===== src/rtl/lab_arb_pkg.sv =====
// Shared types and helpers for the lab_encoder_arbiter slice.
// Optional feature macro: LAB_ARB_ROUND_ROBIN_EN (round-robin priority).
package lab_arb_pkg;

    typedef enum logic [0:0] {
        ST_IDLE = 1'b0,
        ST_BUSY = 1'b1
    } arb_state_t;

    localparam int LAB_ARB_CNT_W = 8;

    // One-hot image of idx; indices outside 0..n-1 give an all-zero vector.
    function automatic logic [31:0] onehot(input logic [4:0] idx, input int n);
        logic [31:0] result;
        result = (int'(idx) < n) ? (32'd1 << idx) : 32'd0;
        return result;
    endfunction

endpackage


===== src/rtl/lab_prio_pick.sv =====
// Combinational downward priority search with wrap-around.
// Starting at index 'start', scans start, start-1, ..., 0, N-1, ... and
// reports the first set request line as the winner.
module lab_prio_pick #(
    parameter int N = 5,
    parameter int W = 3
) (
    input  logic [N-1:0] req,
    input  logic [W-1:0] start,
    output logic [W-1:0] win,
    output logic         found
);

    int           idx_s;
    logic [W-1:0] pos_s;
    logic         hit_s;

    // Walk all N positions from the start index downward, keeping the first hit.
    always_comb begin
        win   = '0;
        found = 1'b0;
        idx_s = 0;
        pos_s = '0;
        hit_s = 1'b0;
        for (int k = 0; k < N; k++) begin
            idx_s = int'(start) - k;
            idx_s = (idx_s < 0) ? (idx_s + N) : idx_s;
            pos_s = W'(idx_s);
            hit_s = req[pos_s] & ~found;
            win   = hit_s ? pos_s : win;
            found = found | hit_s;
        end
    end

endmodule


===== src/rtl/lab_encoder_arbiter.sv =====
// Registered N-input priority encoder with grant hold and acknowledge.
// A winner is latched in IDLE and held until the consumer acknowledges it.
// Optional feature macro: LAB_ARB_ROUND_ROBIN_EN selects round-robin
// priority (ptr register present); undefined gives fixed highest-index
// priority. The port list is identical in both builds.
module lab_encoder_arbiter
    import lab_arb_pkg::*;
#(
    parameter  int N = 5,
    localparam int W = $clog2(N)
) (
    input  logic                     clk,
    input  logic                     rst,
    input  logic [N-1:0]             req,
    input  logic                     ack,
    output logic [W-1:0]             code,
    output logic [N-1:0]             grant,
    output logic                     valid,
    output logic [LAB_ARB_CNT_W-1:0] count
);

    arb_state_t               state_r, state_nxt;
    logic [W-1:0]             code_r, code_nxt;
    logic [N-1:0]             grant_r, grant_nxt;
    logic                     valid_r, valid_nxt;
    logic [LAB_ARB_CNT_W-1:0] count_r, count_nxt;
    logic [W-1:0]             start_s;
    logic [W-1:0]             win_s;
    logic                     found_s;

`ifdef LAB_ARB_ROUND_ROBIN_EN
    logic [W-1:0]             ptr_r, ptr_nxt;
    assign start_s = ptr_r;
`else
    assign start_s = W'(N - 1);
`endif

    lab_prio_pick #(
        .N (N),
        .W (W)
    ) u_pick (
        .req   (req),
        .start (start_s),
        .win   (win_s),
        .found (found_s)
    );

    // Next-state and next-output decode; everything holds unless changed.
    always_comb begin
        state_nxt = state_r;
        code_nxt  = code_r;
        grant_nxt = grant_r;
        valid_nxt = valid_r;
        count_nxt = count_r;
`ifdef LAB_ARB_ROUND_ROBIN_EN
        ptr_nxt   = ptr_r;
`endif
        case (state_r)
            ST_IDLE: begin
                if (found_s) begin
                    state_nxt = ST_BUSY;
                    code_nxt  = win_s;
                    grant_nxt = N'(onehot(5'(win_s), N));
                    valid_nxt = 1'b1;
                    count_nxt = count_r + LAB_ARB_CNT_W'(1);
                end else begin
                    state_nxt = ST_IDLE;
                end
            end
            ST_BUSY: begin
                if (ack) begin
                    state_nxt = ST_IDLE;
                    valid_nxt = 1'b0;
                    grant_nxt = '0;
`ifdef LAB_ARB_ROUND_ROBIN_EN
                    // Next search starts just below the index just served.
                    ptr_nxt = (code_r == '0) ? W'(N - 1) : (code_r - W'(1));
`endif
                end else begin
                    state_nxt = ST_BUSY;
                end
            end
            default: begin
                state_nxt = ST_IDLE;
                valid_nxt = 1'b0;
                grant_nxt = '0;
            end
        endcase
    end

    // State, output and pointer registers with synchronous reset.
    always_ff @(posedge clk) begin
        if (rst) begin
            state_r <= ST_IDLE;
            code_r  <= '0;
            grant_r <= '0;
            valid_r <= 1'b0;
            count_r <= '0;
`ifdef LAB_ARB_ROUND_ROBIN_EN
            ptr_r   <= W'(N - 1);
`endif
        end else begin
            state_r <= state_nxt;
            code_r  <= code_nxt;
            grant_r <= grant_nxt;
            valid_r <= valid_nxt;
            count_r <= count_nxt;
`ifdef LAB_ARB_ROUND_ROBIN_EN
            ptr_r   <= ptr_nxt;
`endif
        end
    end

    assign code  = code_r;
    assign grant = grant_r;
    assign valid = valid_r;
    assign count = count_r;

endmodule


===== config.mk =====
export PLATFORM = sky130hd
export DESIGN_NAME = lab_encoder_arbiter
export DESIGN_NICKNAME = d
export VERILOG_FILES = /design/src/rtl/lab_arb_pkg.sv /design/src/rtl/lab_prio_pick.sv /design/src/rtl/lab_encoder_arbiter.sv
export SDC_FILE = /design/constraint.sdc
export NUM_CORES = 1
export LEC_CHECK = 0
export CORE_MARGIN = 10
export CORE_UTILIZATION = 40
export CTS_CLUSTER_DIAMETER = 30
export DETAILED_ROUTE_END_ITERATION = 10
export DONT_BUFFER_PORTS = 1
export HOLD_SLACK_MARGIN = 0.15
export PLACE_DENSITY = 0.64
export REMOVE_ABC_BUFFERS = 1
export SETUP_SLACK_MARGIN = 0.02
export SLEW_MARGIN = 15
export SYNTH_ARGS = -nofsm -noshare
export SYNTH_HDL_FRONTEND = slang
export SYNTH_HIERARCHICAL = 1
export SYNTH_SLANG_ARGS = --single-unit

===== constraint.sdc =====
create_clock -name clk -period 5.55 [get_ports clk]
set_input_delay 1.665 -clock clk [delete_from_list [all_inputs] [get_ports clk]]
set_output_delay 1.665 -clock clk [all_outputs]
set_load 0.05 [all_outputs]

Yosys cells after proc, flatten, opt, wreduce, memory -nomap -nowiden. Index checks and enable logic that the tools add are counted.

Register bits: 18. Input port bits: 8. Output and inout port bits: 17. Word-level logic and storage cells: 40.

Add/sub/neg operators: 1. $lt $le $gt $ge: 1. Equality and inequality tests: 2. Shift-type cells: 1. Multiplexer cells: 15. Bitwise operators: 13. Reductions and logical operators: 2.

Operator list (number): 3-bit 2-to-1 mux (5); 5-bit 2-to-1 mux (3); 5-bit one-hot mux with 2 select lines (1); 8-bit by 1-bit adder with 8-bit output (second input constant) (1); 1-bit NOT (5); 1-bit by 3-bit left shift with 5-bit output (first input constant) (1); 1-bit AND (4); 1-bit 2-to-1 mux (4); 2-bit != test (second input constant) (2); 1-bit bitwise OR (4); 1-bit one-hot mux with 2 select lines (2); 2-bit AND reduction (2); 3-bit less-than comparator (second input constant) (1).

Longest topological paths before layout. Gate-level depths: netlist of the first run.

Depth in word-level cells: 16. Mapped depth: 15. Depth with buffers taken out: 14.

Cells and area by module. Netlist of the first run, hierarchy kept.

By module, submodules not included: lab_prio_pick (times used 1, cells each 98, area each 769.5 sq um, sequential area each 0.0 sq um); lab_encoder_arbiter (times used 1, cells each 80, area each 744.5 sq um, sequential area each 360.3 sq um).

Worst setup path after synthesis of the first run. OpenSTA, ideal clock, no wires.

Path kind: in2reg. Start point: input req[2]. End point: register grant_r[2], in the netlist grant[2]. Setup time: 0.128 ns. Arrival time: 3.503 ns. Required time: 5.422 ns. Path slack: 1.920 ns. Cell stages on the path: 9. Path buffers: 2. Path through: mux2i_1 -> nor3b_1 -> or3_1 -> buf_6 -> or4_1 -> nor2b_1 -> buf_2 -> a32oi_1 -> nor2_1.

Elaborated cells between the ends (all ways): 18. Classes of those cells: order compare (1); eq/ne (1); shift (1); mux (6); bitwise (8); reduce/logical (1).

RTL lines: start: declaration (line lab_encoder_arbiter.sv:14) `input logic [N-1:0] req,`; 1-bit AND * (line lab_prio_pick.sv:29) `hit_s = req[pos_s] & ~found;`; 1-bit bitwise OR * (line lab_prio_pick.sv:31) `found = found | hit_s;`; 1-bit NOT (line lab_prio_pick.sv:29); 1-bit AND (line lab_prio_pick.sv:29); 1-bit bitwise OR * (line lab_prio_pick.sv:31); 1-bit NOT (line lab_prio_pick.sv:29); 1-bit AND (line lab_prio_pick.sv:29); 1-bit bitwise OR * (line lab_prio_pick.sv:31); via found_s (line lab_encoder_arbiter.sv:29) `logic found_s;`; 2-bit != test (no source line) *; 2-bit AND reduction (no source line) *; end signal: assignment (line lab_encoder_arbiter.sv:105) `grant_r <= grant_nxt;`; end: declaration (line lab_encoder_arbiter.sv:24) `logic [N-1:0] grant_r, grant_nxt;`.

Mark *: on every way through the listed nets, which the timed path passes. The rest lies on a longest branch. The select of a mux whose other input is x is not followed. A chain may end at the register's enable or synchronous reset.

Worst setup path after layout of the first run.
Start point: input req[1]. End point: register code_r[0], in the netlist code[0].

Longest elaborated chain between the ends: 6. Elaborated cells between the ends (all ways): 8. Classes of those cells: mux (2); bitwise (5); reduce/logical (1).

Ends and longest elaborated chain: 1-bit AND * (line lab_prio_pick.sv:29); 1-bit bitwise OR * (line lab_prio_pick.sv:31); 1-bit NOT (line lab_prio_pick.sv:29); 1-bit AND (line lab_prio_pick.sv:29); 1-bit bitwise OR * (line lab_prio_pick.sv:31); via found_s (line lab_encoder_arbiter.sv:29); 2-bit AND reduction (no source line) *; end signal: assignment (line lab_encoder_arbiter.sv:104) `code_r <= code_nxt;`; end: declaration (line lab_encoder_arbiter.sv:23) `logic [W-1:0] code_r, code_nxt;`.

Mark *: on every way through the listed nets, which the timed path passes. The rest lies on a longest branch.

==> results of run 1 <==
==> cells in the mapped netlist, drive strengths merged, types with 2 or more instances <==
master / count
a21oi: 12
a22oi: 2
nor3: 7
clkbuf: 2
or3: 5
inv: 7
mux2i: 14
or4: 3
mux4: 2
nor3b: 3
o31ai: 2
dfxtp: 18
nand3b: 2
nand3: 5
nand2: 8
a211oi: 2
o21ai: 9
ha: 11
xnor2: 4
conb: 2
o22ai: 5
nor2: 18
xor2: 2
nand2b: 4
a32oi: 5
buf: 6
nor2b: 4
mux2: 2
==> worst max-delay path, cell delays in order <==
cell,delay (ns)
mux2i_1,0.06
o22ai_1,0.15
a21oi_1,0.06
o21ai_0,0.49
or4_1,0.35
nor2b_1,0.62
mux2i_1,0.27
nor2_1,0.05
==> state kept, by name, summed over array words and instances (netlist names) <==
| register | flops |
|---|---|
| state_r | 1 |
| grant | 5 |
| count | 8 |
| code | 3 |
| valid | 1 |
==> cell type report <==
type | instances | share of cell area (%)
clock buffers | 4 | 3.45
inverters | 7 | 1.65
multi-input cells | 152 | 68.5
flip-flops and latches | 18 | 22.6
well taps | 48 | 3.77
==> path summary, 6_finish.rpt <==
path	from	end	slack (ns)
hold reg to reg	state_r	state_r	0.64
setup reg to reg	count[0]	count[6]	3.74
hold / removal	state_r	state_r	0.64
setup / recovery	req[1]	code[0]	1.99
==> logic make-up after synthesis <==
logic type | Yosys count
and+or+nand+nor | 66
DFF | 18
adders and majority gates | 11
other | 2
buffers and inverters | 15
muxes | 18
xor gates and xnor gates | 6
AOI/OAI and AO/OA | 42
==> power by group through the flow <==
stage / Clock, uW / Combinational (uW) / Sequential (uW)
3_5_place_dp: 0 / 134 / 212
6_report: 106 / 142 / 208
4_1_cts: 110 / 135 / 209
5_1_grt: 116 / 159 / 210
3_3_place_gp: 0 / 134 / 212
2_1_floorplan: 0 / 119 / 206
==> layer usage <==
layer	track usage (%)	share of wire, %	vias up
li1	-	-	650
met1	11.5	44	584
met2	16.6	50	16
met3	3.38	5.6	4
met4	2.94	1.0	0
met5	0	0	-
==> through the flow <==
step | area [sq um] | util (%)
after floorplan | 1480 | -
after CTS | 1590 | 43.5
after detailed placement | 1540 | 42.0
after global placement | 1540 | 42.0
final | 1590 | 43.5
after global routing | 1590 | 43.5
==> results by group, run 1 <==
Timing
  • Fmax: 0.281 GHz
  • Crit share post-route: 64.1%
  • Hold Vio Cnt, Final: 0
  • Endpoints failing setup: 0
  • Max transition margin: 52.7%
  • Setup TNS: 0 ns
  • Period minus WS final: 3.56 ns
  • Hold slack: 0.639 ns
  • Skew final: 0.00225 ns
  • Pins Over Slew Limit: 0
  • Min setup slack post-route: 1.99 ns
  • Unrepaired setup endpoints after global routing: no
  • Worst Max-Slew Pin Slew: 0.708 ns

Final layout
  • Nets: 201
  • Area of the multi-input gates: 0.00109 sq mm
  • Final Non-Filler Cells: 229
  • Fillers: 355
  • # diodes: 0
  • Seq. cell area: 360 sq um
  • Share of post-route cells with drive strength above 1: 7.18%
  • Most frequent cells in the layout: nor2_1, dfxtp_1, mux2i_1
  • Area grow syn2layout: 5.29%

Worst setup path
  • Critical path type: in2reg
  • Crit path DAT: 3.71 ns
  • Crit-path max FO: 8
  • R2r worst-path depth: 4
  • Worst setup EP type: register
  • Worst EP required: 5.70 ns
  • CP Launch Type: primary input

Run
  • Max_cap viols: 0

Min path
  • Worst min-delay path class: reg2reg
  • Hold Crit Depth: 2

Route
  • Vias per std cell: 5.48
  • Avg WL per Cell: 14.1 um
  • Detail Route Antenna Nets: 0
  • Vias post-DR: 1254
  • DRT Pass-1 Iters: 4
  • Starting DRT DRC Count: 39
  • Drt total wl: 3240 um
  • # DRC: 0

Logic synthesis
  • Compound-Gate Fraction of Synth Area: 17.8%
  • Yosys top cell by area: dfxtp_1
  • Synth top area share: 23.8%
  • Ys async rst share: 0%
  • Number of distinct library cells after synthesis: 44
  • EDFF count, synth: 0
  • Synth Area in Simple Gates: 25.6%
  • Synth Area in Adders: 9.09%
  • Ys flop type: dfxtp_1
  • Mux cell area share after synthesis: 14.0%
  • Largest cells by area after synthesis: dfxtp_1, mux2i_1, ha_1
  • Post-synthesis sequential area ratio: 23.8%
  • Mapped Cells: 178
  • Post-synthesis xor/xnor area fraction: 3.47%
  • Main combinational cell family by area after synthesis: simple AND/OR/NAND/NOR gates
  • FF+latch count, synth: 18
  • Post-Syn Area: 0.00151 sq mm
  • Warnings, synthesis: 6
  • Syn avg cell area: 8.51 sq um

Placement
  • Detail Placement HPWL: 2560 um
  • Final GP Congestion: 0.812
  • Placed Cells: 225
  • Port Buffers: 0
  • Dpl ws: 1.73 ns

Power and ir drop
  • P_int: 269 uW
  • Comb power frac: 31.1%
  • PnR Total Power: 455 uW
  • P per Cell Area: 286 mW/mm^2
  • Maximum vdd drop: 0.000105 V
  • Register share of total power: 45.6%
  • Net Sw Frac: 40.9%
  • Leak pwr: 0.000669 uW
  • Psw: 186 uW
  • Clock share of power: 23.3%

Clocking
  • H-tree level count: 1
  • CTS sink cnt: 18
  • Post-CTS Setup Inserts: 0
  • CTS clk-pin slew, worst paths: 0.07 ns
  • CTS Buf Count: 3
  • Cts repair resizes: 0
  • CTS tree: yes
  • Root Buffer: clkbuf_8
  • Clk_lat worst skew: 0.25 ns
  • CTS Hold Bufs: 0
  • Clock Tree Buf Depth: 2

Global route
  • Vias in the first global route: 1124
  • Gr ovfl total: 0
  • Largest net degree at the start of global routing: 19
  • Initial antenna violation count: 0
  • GR Util All Layers: 9.83%
  • First-pass GRT wire length: 5370 um

Die
  • Cell Rows: 22
  • I/O pins: 25
  • Die height: 81.5 um
  • Die area: 0.00665 sq mm
  • Core area: 0.00366 sq mm
  • Starting density of the core: 41.4%
  • Chip Width: 81.5 um

Outcome
  • Status: finished clean
Note: power is estimated with default switching activity, not from simulation.
==> run 2: changes to the inputs <==
clock period = 3.5 ns   (was 5.55 ns; I/O delays follow)
==> results by group, run 2 (synthesis results as in run 1) <==
Timing
  • Worst Max-Slew Pin Slew: 0.684 ns (-0.0245 ns)
  • Crit share post-route: 83.6%
  • Period minus WS final: 2.93 ns
  • Setup TNS: 0 ns (unchanged)
  • Max transition margin: 54.3% (+1.6 points)
  • Skew final: 0.000834 ns (-0.00142 ns)
  • Unrepaired setup endpoints after global routing: no
  • Endpoints failing setup: 0 (unchanged)
  • Hold Vio Cnt, Final: 0 (unchanged)
  • Fmax: 0.342 GHz
  • Pins Over Slew Limit: 0 (unchanged)

Route
  • Vias per std cell: 5.45 (-0.56%)
  • Drt total wl: 3260 um (+0.71%)
  • Detail Route Antenna Nets: 0 (unchanged)
  • # DRC: 0 (unchanged)
  • Vias post-DR: 1247 (-0.56%)
  • Avg WL per Cell: 14.2 um (+0.71%)
  • DRT Pass-1 Iters: 4 (unchanged)
  • Starting DRT DRC Count: 31 (-21%)

Clocking
  • CTS tree: yes
  • Clk_lat worst skew: 0.25 ns (about the same)
  • Clock Tree Buf Depth: 2 (unchanged)
  • Root Buffer: clkbuf_8
  • H-tree level count: 1 (unchanged)
  • CTS Buf Count: 3 (unchanged)
  • CTS clk-pin slew, worst paths: 0.07 ns (about the same)
  • Post-CTS Setup Inserts: 0 (unchanged)
  • CTS sink cnt: 18 (unchanged)
  • CTS Hold Bufs: 0 (unchanged)
  • Cts repair resizes: 0 (unchanged)

Die
  • I/O pins: 25 (unchanged)
  • Starting density of the core: 41.4% (unchanged)
  • Die area: 0.00665 sq mm (unchanged)
  • Core area: 0.00366 sq mm (unchanged)
  • Cell Rows: 22 (unchanged)
  • Die height: 81.5 um (unchanged)
  • Chip Width: 81.5 um (unchanged)

Power and ir drop
  • Maximum vdd drop: 0.000172 V (+64%)
  • Leak pwr: 0.000669 uW (unchanged)
  • P per Cell Area: 454 mW/mm^2 (+59%)
  • PnR Total Power: 723 uW (+59%)

Worst setup path
  • R2r worst-path depth: 4 (unchanged)
  • FF-to-FF setup slack: 1.69 ns (-2.05 ns)
  • Worst path most repeated cell: mux2i_1
  • Critical R2R Capture: count[6]
  • FF-to-FF Start: count[0]
  • CP bufs+invs: 0 (unchanged)
  • Worst setup EP type: register
  • CP cell instances: mux2i_1, o22ai_1, a21oi_1, o21ai_0, or4_1, nor2b_1, mux2i_1, nor2_1
  • Crit-path max FO: 8 (unchanged)
  • Crit path DAT: 3.07 ns (-0.64 ns)
  • Critical path type: in2reg
  • Slowest CP cell: nor2b_1
  • Worst EP required: 3.65 ns (-2.05 ns)
  • Worst path max stage delay: 0.61 ns (about the same)
  • CP Launch Type: primary input
  • Top delay family on crit path: simple AND/OR/NAND/NOR gates

Global route
  • First-pass GRT wire length: 5290 um (-1.5%)
  • Vias in the first global route: 1111 (-1.2%)
  • Gr ovfl total: 0 (unchanged)
  • GR Util All Layers: 9.78% (-0.045 points)
  • Initial antenna violation count: 0 (unchanged)
  • Largest net degree at the start of global routing: 19 (unchanged)

Placement
  • Detail Placement HPWL: 2550 um (-0.25%)
  • Port Buffers: 0 (unchanged)
  • Final GP Congestion: 0.813 (+0.12%)

Run
  • Max_cap viols: 0 (unchanged)

Min path
  • Hold Path End: state_r
  • Worst min-delay path class: reg2reg
  • Hold Crit Depth: 2 (unchanged)
  • Min-delay src: state_r

Final layout
  • Most frequent cells in the layout: nor2_1, dfxtp_1, mux2i_1
  • Area grow syn2layout: 5.29% (unchanged)
  • Share of post-route cells with drive strength above 1: 7.18% (unchanged)
  • Largest register FFs: 8 (unchanged)
  • # diodes: 0 (unchanged)
  • Finished Core Util: 43.5% (unchanged)
  • Nets: 201 (unchanged)

Outcome
  • Status: finished clean
## run 2: power breakdown
part,switching (uW),total [uW],internal (uW)
clock,69.7,170,99.9
sequential,101,330,228
combinational,125,224,98.7
total,296,723,427
## run 2: through the flow
stage / hold slack (ns) / setup WS, ns / instances / cell area (sq um)
floorplan: 0.586 / 0.554 / 177 / 1480
global placement: 0.628 / 0.348 / 225 / 1540
detailed placement: 0.630 / 0.309 / 225 / 1540
CTS: 0.637 / 0.586 / 229 / 1590
global route: 0.682 / 0.356 / 229 / 1590
finish: 0.633 / 0.574 / 229 / 1590
## run 2: metal layers
layer,GRT usage [%],routed length [um]
met1,11.1,1400
met2,16.7,1580
met3,3.49,241
met4,3.11,32
met5,0,0
## run 2: how the worst max path moves through the flow
stage	startpoint	slack [ns]	cells after the start	end
after global routing	req[4]	0.36	8	code[0]
final	req[1]	0.57	8	code[2]
after floorplan	req[2]	0.55	7	grant[2]
after CTS	req[1]	0.59	8	code[0]
after global placement	req[1]	0.35	8	code[0]
after detailed placement	req[1]	0.31	8	code[0]
## run 2: tightest hold or removal path: cells and delay by family, from the launching register on
kind	cells	cell delay, ns
AO/OA/AOI/OAI	1	0.18
flip-flops	1	0.38
AND/OR/NAND/NOR	1	0.04
## run 2: final cells by class
class	instances	area (sq um)
clock buffer	4	55.1
tap	48	60.1
fill	363	2070
multi-input combinational	152	1090
sequential	18	360
inverter	7	26.3
